$ cat src/rtl/axi_lite_master_if.sv
// AXI4-Lite channel bundle (AW/W/B/AR/R) shared by an initiator and a register-block slave.
interface axi_lite_master_if #(
  parameter int ADDR_W = 32
);
  logic [ADDR_W-1:0] awaddr;
  logic              awvalid;
  logic              awready;
  logic [31:0]       wdata;
  logic [3:0]        wstrb;
  logic              wvalid;
  logic              wready;
  logic [1:0]        bresp;
  logic              bvalid;
  logic              bready;
  logic [ADDR_W-1:0] araddr;
  logic              arvalid;
  logic              arready;
  logic [31:0]       rdata;
  logic [1:0]        rresp;
  logic              rvalid;
  logic              rready;

  modport master (
    output awaddr, awvalid, wdata, wstrb, wvalid, bready, araddr, arvalid, rready,
    input  awready, wready, bresp, bvalid, arready, rdata, rresp, rvalid
  );

  modport slave (
    input  awaddr, awvalid, wdata, wstrb, wvalid, bready, araddr, arvalid, rready,
    output awready, wready, bresp, bvalid, arready, rdata, rresp, rvalid
  );
endinterface

$ cat src/rtl/axi_lite_master.sv
// Single-outstanding AXI4-Lite initiator: one local request in, one AXI transaction out,
// one response back, with a watchdog that flags slaves stalling a channel.
module axi_lite_master #(
  parameter int ADDR_W         = 32,
  parameter int TIMEOUT_CYCLES = 256
) (
  input  logic              axi_clk,
  input  logic              axi_reset,
  input  logic              req_valid,
  output logic              req_ready,
  input  logic              req_write,
  input  logic [ADDR_W-1:0] req_addr,
  input  logic [31:0]       req_wdata,
  input  logic [3:0]        req_wstrb,
  output logic              resp_valid,
  input  logic              resp_ready,
  output logic              resp_write,
  output logic [31:0]       resp_rdata,
  output logic [1:0]        resp_code,
  output logic              busy,
  output logic              timeout_err,
  axi_lite_master_if.master axi
);

  typedef enum logic [2:0] {IDLE, WR, WR_RESP, RD_ADDR, RD_DATA, RESP} state_t;

  localparam int            WD_W    = (TIMEOUT_CYCLES > 2) ? $clog2(TIMEOUT_CYCLES) : 1;
  localparam logic [WD_W-1:0] WD_LAST = WD_W'(TIMEOUT_CYCLES - 1);

  state_t          state;
  logic [WD_W-1:0] wdog;
  logic            axi_hs;
  logic            wd_active;

  assign axi_hs = (axi.awvalid & axi.awready) | (axi.wvalid & axi.wready) |
                  (axi.bvalid & axi.bready) | (axi.arvalid & axi.arready) |
                  (axi.rvalid & axi.rready);
  assign wd_active = (state == WR) || (state == WR_RESP) ||
                     (state == RD_ADDR) || (state == RD_DATA);

  always_ff @(posedge axi_clk or posedge axi_reset) begin
    if (axi_reset) begin
      state       <= IDLE;
      wdog        <= '0;
      req_ready   <= 1'b0;
      resp_valid  <= 1'b0;
      resp_write  <= 1'b0;
      resp_rdata  <= '0;
      resp_code   <= '0;
      busy        <= 1'b0;
      timeout_err <= 1'b0;
      axi.awaddr  <= '0;
      axi.awvalid <= 1'b0;
      axi.wdata   <= '0;
      axi.wstrb   <= '0;
      axi.wvalid  <= 1'b0;
      axi.bready  <= 1'b0;
      axi.araddr  <= '0;
      axi.arvalid <= 1'b0;
      axi.rready  <= 1'b0;
    end else begin
      timeout_err <= 1'b0;
      case (state)
        IDLE: begin
          if (req_ready && req_valid) begin
            req_ready  <= 1'b0;
            busy       <= 1'b1;
            resp_write <= req_write;
            if (req_write) begin
              axi.awaddr  <= req_addr;
              axi.wdata   <= req_wdata;
              axi.wstrb   <= req_wstrb;
              axi.awvalid <= 1'b1;
              axi.wvalid  <= 1'b1;
              state       <= WR;
            end else begin
              axi.araddr  <= req_addr;
              axi.arvalid <= 1'b1;
              state       <= RD_ADDR;
            end
          end else begin
            req_ready <= 1'b1;
          end
        end
        WR: begin
          // AW and W retire independently; a channel with valid low has already completed.
          if (axi.awvalid && axi.awready) axi.awvalid <= 1'b0;
          if (axi.wvalid && axi.wready) axi.wvalid <= 1'b0;
          if ((!axi.awvalid || axi.awready) && (!axi.wvalid || axi.wready)) begin
            axi.bready <= 1'b1;
            state      <= WR_RESP;
          end
        end
        WR_RESP: begin
          if (axi.bvalid && axi.bready) begin
            resp_code  <= axi.bresp;
            resp_rdata <= '0;
            resp_valid <= 1'b1;
            axi.bready <= 1'b0;
            state      <= RESP;
          end
        end
        RD_ADDR: begin
          if (axi.arvalid && axi.arready) begin
            axi.arvalid <= 1'b0;
            axi.rready  <= 1'b1;
            state       <= RD_DATA;
          end
        end
        RD_DATA: begin
          if (axi.rvalid && axi.rready) begin
            resp_rdata <= axi.rdata;
            resp_code  <= axi.rresp;
            resp_valid <= 1'b1;
            axi.rready <= 1'b0;
            state      <= RESP;
          end
        end
        RESP: begin
          if (resp_valid && resp_ready) begin
            resp_valid <= 1'b0;
            busy       <= 1'b0;
            req_ready  <= 1'b1;
            state      <= IDLE;
          end
        end
        default: state <= IDLE;
      endcase

      // Watchdog only observes; it never touches a valid or the state.
      if (TIMEOUT_CYCLES == 0 || !wd_active || axi_hs) begin
        wdog <= '0;
      end else if (wdog == WD_LAST) begin
        wdog        <= '0;
        timeout_err <= 1'b1;
      end else begin
        wdog <= wdog + WD_W'(1);
      end
    end
  end

endmodule
$ cat src/flat_wrapper.sv
// flat-port wrapper written by rule: the top's interface ports become plain ports
module axi_lite_master_flat 
#(
  parameter int ADDR_W         = 32,
  parameter int TIMEOUT_CYCLES = 256
)
  (axi_clk, axi_reset, req_valid, req_ready, req_write, req_addr, req_wdata, req_wstrb, resp_valid, resp_ready, resp_write, resp_rdata, resp_code, busy, timeout_err, axi_awaddr, axi_awvalid, axi_wdata, axi_wstrb, axi_wvalid, axi_bready, axi_araddr, axi_arvalid, axi_rready, axi_awready, axi_wready, axi_bresp, axi_bvalid, axi_arready, axi_rdata, axi_rresp, axi_rvalid);
  axi_lite_master_if #(.ADDR_W(ADDR_W)) axi_i ();
  input  logic axi_clk;
  input  logic axi_reset;
  input  logic req_valid;
  output logic req_ready;
  input  logic req_write;
  input  logic [ADDR_W-1:0] req_addr;
  input  logic [31:0] req_wdata;
  input  logic [3:0] req_wstrb;
  output logic resp_valid;
  input  logic resp_ready;
  output logic resp_write;
  output logic [31:0] resp_rdata;
  output logic [1:0] resp_code;
  output logic busy;
  output logic timeout_err;
  output wire logic [$bits(axi_i.awaddr)-1:0] axi_awaddr;
  output wire logic [$bits(axi_i.awvalid)-1:0] axi_awvalid;
  output wire logic [$bits(axi_i.wdata)-1:0] axi_wdata;
  output wire logic [$bits(axi_i.wstrb)-1:0] axi_wstrb;
  output wire logic [$bits(axi_i.wvalid)-1:0] axi_wvalid;
  output wire logic [$bits(axi_i.bready)-1:0] axi_bready;
  output wire logic [$bits(axi_i.araddr)-1:0] axi_araddr;
  output wire logic [$bits(axi_i.arvalid)-1:0] axi_arvalid;
  output wire logic [$bits(axi_i.rready)-1:0] axi_rready;
  input wire logic [$bits(axi_i.awready)-1:0] axi_awready;
  input wire logic [$bits(axi_i.wready)-1:0] axi_wready;
  input wire logic [$bits(axi_i.bresp)-1:0] axi_bresp;
  input wire logic [$bits(axi_i.bvalid)-1:0] axi_bvalid;
  input wire logic [$bits(axi_i.arready)-1:0] axi_arready;
  input wire logic [$bits(axi_i.rdata)-1:0] axi_rdata;
  input wire logic [$bits(axi_i.rresp)-1:0] axi_rresp;
  input wire logic [$bits(axi_i.rvalid)-1:0] axi_rvalid;
  assign axi_awaddr = axi_i.awaddr;
  assign axi_awvalid = axi_i.awvalid;
  assign axi_wdata = axi_i.wdata;
  assign axi_wstrb = axi_i.wstrb;
  assign axi_wvalid = axi_i.wvalid;
  assign axi_bready = axi_i.bready;
  assign axi_araddr = axi_i.araddr;
  assign axi_arvalid = axi_i.arvalid;
  assign axi_rready = axi_i.rready;
  assign axi_i.awready = axi_awready;
  assign axi_i.wready = axi_wready;
  assign axi_i.bresp = axi_bresp;
  assign axi_i.bvalid = axi_bvalid;
  assign axi_i.arready = axi_arready;
  assign axi_i.rdata = axi_rdata;
  assign axi_i.rresp = axi_rresp;
  assign axi_i.rvalid = axi_rvalid;
  axi_lite_master #(.ADDR_W(ADDR_W), .TIMEOUT_CYCLES(TIMEOUT_CYCLES)) u_core (.axi_clk(axi_clk), .axi_reset(axi_reset), .req_valid(req_valid), .req_ready(req_ready), .req_write(req_write), .req_addr(req_addr), .req_wdata(req_wdata), .req_wstrb(req_wstrb), .resp_valid(resp_valid), .resp_ready(resp_ready), .resp_write(resp_write), .resp_rdata(resp_rdata), .resp_code(resp_code), .busy(busy), .timeout_err(timeout_err), .axi(axi_i));
endmodule
$ cat config.mk
export PLATFORM = sky130hd
export DESIGN_NAME = axi_lite_master_flat
export DESIGN_NICKNAME = d
export VERILOG_FILES = /design/src/rtl/axi_lite_master_if.sv /design/src/rtl/axi_lite_master.sv /design/src/flat_wrapper.sv
export SDC_FILE = /design/constraint.sdc
export NUM_CORES = 1
export LEC_CHECK = 0
export BUFFER_PORTS_ARGS = -buffer_cell sky130_fd_sc_hd__buf_2
export CORE_AREA = 2 2 97 136
export CTS_BUF_LIST = sky130_fd_sc_hd__clkbuf_16
export CTS_CLUSTER_DIAMETER = 100
export DETAILED_ROUTE_END_ITERATION = 10
export DIE_AREA = 0 0 99 138
export HOLD_SLACK_MARGIN = 0.03
export PLACE_DENSITY = 0.93
export SYNTH_ARGS = -nofsm -noshare
export SYNTH_HDL_FRONTEND = slang
export SYNTH_SLANG_ARGS = --single-unit
$ cat constraint.sdc
create_clock -name axi_clk -period 12.2 [get_ports axi_clk]
set_input_delay 2.44 -clock axi_clk [delete_from_list [all_inputs] [get_ports axi_clk]]
set_output_delay 2.44 -clock axi_clk [all_outputs]
set_load 0.02 [all_outputs]
==> results of run 1 <==
## layout make-up
class	instances	area, sq um	area share (%)
inverters	7	31.3	0.379
flip-flops and latches	155	3880	47.0
well taps	153	191	2.32
diodes	1	2.50	0.0303
clock inverters	15	181	2.20
repair buffers	260	1310	15.9
multi-input cells	224	2230	27.1
clock buffers	17	425	5.16
## worst min-delay path by stage
stage	endpoint	slack (ns)	cells after the start
after floorplan	u_core.wdog[0]$_DFF_PP0_	0.45	1
after global placement	u_core.resp_write$_DFFE_PP0P_	0.46	2
after detailed placement	u_core.resp_write$_DFFE_PP0P_	0.47	2
after CTS	u_core.resp_write$_DFFE_PP0P_	0.48	2
after global routing	u_core.axi.awaddr[10]$_DFFE_PP0P_	0.51	1
final	u_core.resp_code[0]$_DFFE_PP0P_	0.48	2
## logic make-up after synthesis
kind of cell               Yosys count  share of synthesized area [%]
AOI/OAI and AO/OA                   57                           7.21
xor gates and xnor gates             6                          0.834
adders and majority gates            1                          0.199
buffers and inverters               26                           3.06
DFF                                155                           61.6
muxes                              104                           22.5
and+or+nand+nor                     56                           4.57
## sequential cells by signal, summed over array words and instances (netlist names), 2 cells and up
name and count:
u_core.wdog 8, u_core.resp_rdata 32, u_core.axi.araddr 32, u_core.axi.wstrb 4
u_core.axi.awaddr 32, u_core.resp_code 2, u_core.state 3, u_core.axi.wdata 32
## routing by layer
| layer | wire (um) | vias up | part of all wire (%) | track usage (%) |
|---|---|---|---|---|
| li1 | - | 1969 | - | - |
| met1 | 5920 | 2148 | 40 | 27.1 |
| met2 | 7620 | 193 | 51 | 36.1 |
| met3 | 822 | 35 | 5.5 | 5.51 |
| met4 | 456 | 0 | 3.1 | 10.2 |
| met5 | 0 | - | 0 | 0 |
## worst reg2reg max path: stages (launching register included)
cell and delay, ns:
dfrtp_1 0.66, nor3_4 0.11, and2b_2 0.25, nand2_4 0.38, buf_4 0.73, mux2_2 0.44
## Yosys cell counts (2+ instances only)
master     instances  area share, %
dfrtp_1          155             62
mux2_4            67             16
mux2_2            33            5.9
a22o_1            32            4.4
nor2_1            20            1.2
nand2_1           16           0.95
buf_6             11            2.0
a21oi_1            9           0.72
buf_2              7           0.56
nand3_1            7           0.56
inv_1              6           0.36
xor2_1             4           0.56
o21ai_0            3           0.24
a2bb2oi_1          2           0.28
and3_1             2           0.20
mux2_1             2           0.36
mux2i_1            2           0.32
nand2b_1           2           0.20
xnor2_1            2           0.28
## stage by stage
stage,setup WS [ns],instances,utilization (%),area [sq um]
detailed placement,7.62,799,60.8,7640
global placement,7.70,799,60.8,7640
floorplan,5.58,405,-,6300
global route,7.95,832,65.7,8250
finish,8.04,832,65.7,8250
CTS,8.05,831,65.6,8250
## power groups by stage
stage,registers [uW],clock network [uW],logic (uW)
global placement,874,0,941
CTS,884,546,977
floorplan,1130,0,404
detailed placement,889,0,977
finish,884,536,970
global route,912,568,1030
==> summary.md, run 1 <==
| Metric | Value |
|---|---|
| CTS Buffer Depth | `2` |
| Worst path required time | `12.49 ns` |
| Combinational Power Share | `40.6%` |
| Critical path's largest stage delay | `0.71 ns` |
| Skew final | `0.00966 ns` |
| Routability cong. | `0.903` |
| Crit-path cells | `buf_2 > nand2_1 > and2b_2 > nand2_4 > buf_4 > mux2_2` |
| Initial core utilization | `50.1%` |
| H-tree lvl count | `4` |
| Max_cap viols | `0` |
| Crit path launch | `req_valid` |
| Yosys reg bits | `155` |
| Worst-path clk slew | `0.07 ns` |
| DIE AREA | `0.0137 sq mm` |
| Worst-path maximum fanout | `45` |
| P&R area growth vs syn | `31.0%` |
| Pre-Repair DR Iteration Count | `4` |
| Asr flop ratio synth | `100%` |
| Final Max Slew Viols | `0` |
| Crit path depth | `6` |
| Vias in the first global route | `4671` |
| Status | `completed` |
| Sequential power share | `37.0%` |
| Internal power | `1490 uW` |
| Min-delay src | `u_core.resp_code[0]$_DFFE_PP0P_` |
| Layout cell share with drive strength beyond 1 | `59.4%` |
| GRT Total Usage | `21.9%` |
| Yosys cell types | `42` |
| CORE AREA | `0.0126 sq mm` |
| Drc violations | `0` |
| Mean post-synth cell area | `15.6 sq um` |
| Pleak | `0.00447 uW` |
| CP delay by family, top | `buffers and inverters` |
| Clk network pwr share | `22.4%` |
| Slowest CP cell | `buf_4` |
| DP Wirelength | `10900 um` |
| Vias per cell | `5.22` |
| CTS tree | `done` |
| NumNets Final | `780` |
| Setup TNS | `0 ns` |
| RSZ-0062 raised after global routing | `no` |
| Synth Flop Type | `dfrtp_1` |
| Fillcell total | `924` |
| Die H | `138 um` |
| CP Launch Type | `input port` |
| Max rail drop VDD | `121 uV` |
| Sw Ratio | `37.9%` |
| Period minus WS final | `4.16 ns` |
| DRT Wirelength | `14800 um` |
| First-pass GRT wire length | `24000 um` |
| # IOs | `258` |
| Syn nets | `520` |
| DRT iter0 DRCs | `103` |
| Clk_lat worst skew | `0.41 ns` |
| Routed Antenna Nets | `0` |
| Total power | `2390 uW` |
| Crit path capture | `u_core.axi.wdata[31]$_DFFE_PP0P_` |
| Reg2reg path depth | `5` |
| Setup Viol. Count Final | `0` |
| CP endpoint kind | `flip-flop` |
| Final Hold Slack | `0.484 ns` |
| TritonCTS buffer count | `17` |
| Worst path bufs/invs | `2` |
| R2R Path Start | `u_core.state[0]$_DFFE_PP0P_` |
| PostCTS Resize Cnt | `0` |
| Commonest cells after routing, fill and taps aside | `257 x buf_2, 155 x dfrtp_1, 67 x mux2_4` |
| Global route total overflow | `0` |
| Netlist Area Pre-Place | `0.00630 sq mm` |
| Worst Path Arrival | `4.45 ns` |
| DIE WIDTH | `99 um` |
| Input/output buffers | `257` |
| Number of enable flip-flop cells after synthesis | `0` |
| Hold/Removal Path Class | `flip-flop to flip-flop` |
| # Post-CTS Setup Buffers | `0` |
| Syn Inst Count | `405` |
| Highest Clock Rate | `0.241 GHz` |
| R2R setup slack | `9.51 ns` |
| Largest net degree at the start of global routing | `96` |
| Final hold viol count | `0` |
| Slew margin rel. | `25.4%` |
| Standard-cell row count | `49` |
| Worst r2r dst | `u_core.axi.wdata[31]$_DFFE_PP0P_` |
| Clock root buffer | `clkbuf_16` |
| WL/cell | `17.8 um` |
| Commonest non-fill, non-tap cell in the layout | `buf_2` |
| Worst slew pin tran | `1.12 ns` |
| Sink Count | `155` |
| Period utilization | `34.1%` |
| Pwr/cell area | `290 mW/mm^2` |
| CTS hold repair buffers | `0` |
| Post-synthesis sequential area ratio | `61.6%` |
| Vias | `4345` |
| CP Class | `input port to flip-flop` |
| Antenna violations before repair | `1` |
| Synth warn | `0` |
| P_sw | `905 uW` |
No activity file was read; power rests on OpenSTA's default activity.
==> run 2: changes to the inputs <==
CORE_AREA = 2 2 100 141   (was 2 2 97 136)
DIE_AREA = 0 0 102 143   (was 0 0 99 138)
PLACE_DENSITY = 0.89   (was 0.93)
clock period = 4.1 ns   (was 12.2 ns; I/O delays follow)
==> summary.md, run 2 (synthesis gave the netlist of run 1 again) <==
| Metric | Value |
|---|---|
| Status | `completed` |
| Vias in the first global route | `4665` |
| Worst-path clk slew | `0.07 ns` |
| Crit path launch | `u_core.state[0]$_DFFE_PP0P_` |
| CTS tree | `done` |
| Pleak | `0.00447 uW` |
| First-pass GRT wire length | `23700 um` |
| Layout cell share with drive strength beyond 1 | `59.5%` |
| Initial core utilization | `47.5%` |
| Final Max Slew Viols | `0` |
| Layout Utilization | `62.7%` |
| Standard-cell row count | `50` |
| Input/output buffers | `257` |
| # IOs | `258` |
| Reg2reg path depth | `4` |
| WL/cell | `17.6 um` |
| Worst Path Arrival | `2.73 ns` |
| DIE AREA | `0.0146 sq mm` |
| DP Area | `0.00771 sq mm` |
| GRT Total Usage | `20.9%` |
| CP Class | `flip-flop to flip-flop` |
| Pre-Repair DR Iteration Count | `4` |
| Worst slew pin tran | `1.12 ns` |
| Final hold viol count | `0` |
| Worst path required time | `4.38 ns` |
| Global route total overflow | `0` |
| Drc violations | `0` |
| Final Cell Area | `0.00831 sq mm` |
| Vias | `4387` |
| CP Launch Type | `flip-flop` |
| Worst-path maximum fanout | `33` |
| RSZ-0062 raised after global routing | `no` |
| Vias per cell | `5.10` |
| CP endpoint kind | `flip-flop` |
| Largest net degree at the start of global routing | `85` |
| Setup Viol. Count Final | `0` |
| Max rail drop VDD | `391 uV` |
| Sink Count | `155` |
| Clk_lat worst skew | `0.41 ns` |
| Routability cong. | `0.845` |
| Period minus WS final | `2.45 ns` |
| H-tree lvl count | `4` |
| Routed Antenna Nets | `0` |
| Ant diodes | `0` |
| Commonest cells after routing, fill and taps aside | `257 x buf_2, 155 x dfrtp_1, 67 x mux2_4` |
| Fillcell total | `1005` |
| CTS Buffer Depth | `2` |
| Highest Clock Rate | `0.408 GHz` |
| Die H | `143 um` |
| Final Hold Slack | `0.492 ns` |
| Antenna violations before repair | `0` |
| Hold/Removal Path Class | `flip-flop to flip-flop` |
| CTS hold repair buffers | `0` |
| Setup TNS | `0 ns` |
| DRT iter0 DRCs | `145` |
| Period utilization | `59.7%` |
| # Post-CTS Setup Buffers | `0` |
| R2R setup slack | `1.65 ns` |
| Worst r2r dst | `u_core.axi.araddr[8]$_DFFE_PP0P_` |
| CORE AREA | `0.0133 sq mm` |
| PostCTS Resize Cnt | `0` |
| Crit path capture | `u_core.axi.araddr[8]$_DFFE_PP0P_` |
| Commonest non-fill, non-tap cell in the layout | `buf_2` |
| DIE WIDTH | `102 um` |
| TritonCTS buffer count | `17` |
| R2R Path Start | `u_core.state[0]$_DFFE_PP0P_` |
| P&R area growth vs syn | `31.9%` |
| Max_cap viols | `0` |
| Total power | `7130 uW` |
| DP Wirelength | `11000 um` |
| DRT Wirelength | `15100 um` |
| Skew final | `0.0144 ns` |
| Pwr/cell area | `858 mW/mm^2` |
| NumNets Final | `781` |
| Slew margin rel. | `25.4%` |
| Clock root buffer | `clkbuf_16` |
-- run 2: changes by cell type in the layout (fill, tap and decap cells not counted), sizes merged --
| cell | previous run | this run |
|---|---|---|
| diode | 1 | 0 |
| clkinvlp | 0 | 3 |
| inv | 15 | 14 |
| buf | 260 | 261 |
| clkinv | 5 | 3 |
-- run 2: layout make-up --
type                    instances  area (sq um)  share of cell area (%)
clock buffers                  17           425                    5.12
clock inverters                15           175                    2.11
inverters                       7          30.0                   0.361
multi-input cells             224          2230                    26.9
flip-flops and latches        155          3880                    46.7
well taps                     182           228                    2.74
repair buffers                261          1340                    16.1
-- run 2: metal layers --
layer / vias up / wire length (um) / GRT usage, %
met1: 2194 / 5660 / 23.6
met3: 34 / 1000 / 5.92
met5: - / 0 / 0
met4: 0 / 344 / 7.51
met2: 197 / 8140 / 37.1
li1: 1962 / - / -
-- run 2: how the worst min path moves through the flow --
stage | end | cells past startpoint | startpoint | slack (ns)
4_1_cts | u_core.resp_code[0]$_DFFE_PP0P_ | 2 | u_core.resp_code[0]$_DFFE_PP0P_ | 0.50
3_3_place_gp | u_core.resp_write$_DFFE_PP0P_ | 2 | u_core.resp_write$_DFFE_PP0P_ | 0.46
5_1_grt | u_core.resp_code[0]$_DFFE_PP0P_ | 2 | u_core.resp_code[0]$_DFFE_PP0P_ | 0.52
6_report | u_core.resp_code[1]$_DFFE_PP0P_ | 2 | u_core.resp_code[1]$_DFFE_PP0P_ | 0.49
3_5_place_dp | u_core.resp_code[0]$_DFFE_PP0P_ | 2 | u_core.resp_code[0]$_DFFE_PP0P_ | 0.48
2_1_floorplan | u_core.wdog[0]$_DFF_PP0_ | 1 | u_core.wdog[0]$_DFF_PP0_ | 0.45
-- run 2: worst max-delay path, stage by stage (launching register included) --
cell     delay, ns
dfrtp_1       0.55
nor3_4        0.31
nand3_1       0.21
nor2_4        0.82
mux2_2        0.43
-- run 2: through the flow --
step | instances | worst slack, ns
6_report | 861 | 1.65
5_1_grt | 861 | 1.51
4_1_cts | 861 | 1.62
3_5_place_dp | 829 | 1.46
3_3_place_gp | 829 | 1.54
2_1_floorplan | 405 | 1.32
-- run 2: report_power, final --
group	leakage (uW)	total, uW	switching [uW]	internal [uW]
Combinational	0.00223	2900	1590	1310
Clock	0.000291	1590	674	921
Sequential	0.00195	2630	440	2190
==> run 3: changes to the inputs <==
CORE_AREA = 2 2 105 147   (was 2 2 100 141)
DIE_AREA = 0 0 107 149   (was 0 0 102 143)
PLACE_DENSITY = 0.86   (was 0.89)
clock period = 2 ns   (was 4.1 ns; I/O delays follow)
==> summary.md, run 3 (synthesis gave the netlist of run 1 again) <==
| Metric | Value |
|---|---|
| CP Launch Type | `flip-flop` |
| Max_cap viols | `0` |
| Worst Path Arrival | `2.12 ns` |
| CORE AREA | `0.0148 sq mm` |
| CTS tree | `done` |
| Combinational Power Share | `41.5%` |
| # IOs | `258` |
| CP Class | `flip-flop to flip-flop` |
| Status | `completed` |
| Routed Antenna Nets | `0` |
| Ant diodes | `0` |
| GRT Total Usage | `18.2%` |
| Die H | `149 um` |
| Sw Ratio | `36.8%` |
| Fillcell total | `1212` |
| # Post-CTS Setup Buffers | `0` |
| Pleak | `0.00456 uW` |
| Sink Count | `155` |
| P_sw | `5370 uW` |
| Layout Utilization | `57.4%` |
| TritonCTS buffer count | `17` |
| R2R setup slack | `0.16 ns` |
| Vias in the first global route | `4584` |
| FF/Latch Area | `0.00388 sq mm` |
| Hold/Removal Path Class | `input port to asynchronous set/reset pin` |
| Input/output buffers | `257` |
| DIE WIDTH | `107 um` |
| Final hold viol count | `0` |
| CTS Buffer Depth | `2` |
| First-pass GRT wire length | `22900 um` |
| Sequential power share | `36.2%` |
| Worst path required time | `2.28 ns` |
| Period minus WS final | `1.84 ns` |
| DP Wirelength | `10800 um` |
| Pwr/cell area | `1720 mW/mm^2` |
| H-tree lvl count | `4` |
| R2R Path Start | `u_core.state[0]$_DFFE_PP0P_` |
| Slew margin rel. | `61.0%` |
| Setup TNS | `0 ns` |
| Vias | `4360` |
| CTS hold repair buffers | `0` |
| Commonest cells after routing, fill and taps aside | `257 x buf_2, 155 x dfrtp_1, 67 x mux2_4` |
| Vias per cell | `4.92` |
| Final Max Slew Viols | `0` |
| P&R area growth vs syn | `34.7%` |
| Internal power | `9240 uW` |
| Global route total overflow | `0` |
| RSZ-0062 raised after global routing | `no` |
| Max rail drop VDD | `764 uV` |
| Drc violations | `0` |
| Antenna violations before repair | `0` |
| Period utilization | `92.0%` |
| DRT iter0 DRCs | `131` |
| PostCTS Resize Cnt | `0` |
| Largest net degree at the start of global routing | `40` |
| Reg2reg path depth | `5` |
| Commonest non-fill, non-tap cell in the layout | `buf_2` |
| Highest Clock Rate | `0.543 GHz` |
| Worst-path clk slew | `0.06 ns` |
| Clk network pwr share | `22.3%` |
| Clk_lat worst skew | `0.40 ns` |
| Worst-path maximum fanout | `32` |
| Standard-cell row count | `53` |
| WL/cell | `16.3 um` |
| Worst slew pin tran | `0.584 ns` |
| Skew final | `0.0121 ns` |
| Layout cell share with drive strength beyond 1 | `60.3%` |
| NumNets Final | `798` |
| DIE AREA | `0.0159 sq mm` |
| DRT Wirelength | `14500 um` |
| Initial core utilization | `42.6%` |
| CP endpoint kind | `flip-flop` |
| Pre-Repair DR Iteration Count | `4` |
| Clock root buffer | `clkbuf_16` |
| Multi-input gate area | `0.00223 sq mm` |
| Setup Viol. Count Final | `0` |
| Worst r2r dst | `u_core.axi.araddr[16]$_DFFE_PP0P_` |
| Routability cong. | `0.920` |
## run 3: cell types whose count changed in the layout (fill, tap and decap cells not counted)
cell,previous run,this run
bufinv_16,2,3
clkinv_2,1,2
buf_12,2,5
inv_8,3,0
clkinvlp_4,3,4
inv_6,5,3
clkinv_1,0,1
buf_4,2,16
## run 3: final cells by class
class	instances	area share, %
well taps	192	2.83
clock buffers	17	5.01
flip-flops and latches	155	45.7
repair buffers	278	17.8
multi-input cells	224	26.3
inverters	7	0.354
clock inverters	14	2.01
## run 3: critical path: stages (launching register included)
cell	delay [ns]
dfrtp_1	0.41
nor3_4	0.28
nand3_1	0.24
nor2_4	0.18
buf_12	0.22
mux2_2	0.37
## run 3: stage by stage
| step | cells | hold slack [ns] | setup slack, ns | instance area [sq um] | total power, uW |
|---|---|---|---|---|---|
| 2_1_floorplan | 405 | 0.448 | -0.359 | 6300 | 9350 |
| 3_3_place_gp | 856 | 0.462 | 0.250 | 7890 | 11200 |
| 3_5_place_dp | 856 | 0.480 | 0.194 | 7890 | 11400 |
| 4_1_cts | 887 | 0.0686 | 0.176 | 8480 | 14700 |
| 5_1_grt | 887 | 0.0745 | 0.0830 | 8480 | 15400 |
| 6_report | 887 | 0.0642 | 0.160 | 8480 | 14600 |
## run 3: metal layers
layer / wire length (um) / GRT usage, % / share of wire [%]
met1: 5600 / 21.3 / 39
met2: 7890 / 33.2 / 54
met3: 867 / 4.24 / 6.0
met4: 133 / 4.81 / 0.92
met5: 0 / 0 / 0
## run 3: power by group through the flow
stage | registers, uW | clock network [uW] | logic (uW)
final | 5290 | 3250 | 6070
after global routing | 5450 | 3480 | 6460
after CTS | 5290 | 3310 | 6130
after detailed placement | 5320 | 0 | 6120
after global placement | 5260 | 0 | 5960
after floorplan | 6890 | 0 | 2470
## run 3: how the worst max path moves through the flow
stage | slack (ns) | cells after the start | end | start
2_1_floorplan | -0.36 | 1 | u_core.axi.araddr[0]$_DFFE_PP0P_ | axi_reset
3_3_place_gp | 0.25 | 6 | u_core.state[1]$_DFFE_PP0P_ | u_core.state[1]$_DFFE_PP0P_
3_5_place_dp | 0.19 | 5 | u_core.axi.araddr[16]$_DFFE_PP0P_ | u_core.state[0]$_DFFE_PP0P_
4_1_cts | 0.18 | 5 | u_core.axi.araddr[16]$_DFFE_PP0P_ | u_core.state[0]$_DFFE_PP0P_
5_1_grt | 0.08 | 6 | u_core.state[1]$_DFFE_PP0P_ | u_core.state[1]$_DFFE_PP0P_
6_report | 0.16 | 5 | u_core.axi.araddr[16]$_DFFE_PP0P_ | u_core.state[0]$_DFFE_PP0P_
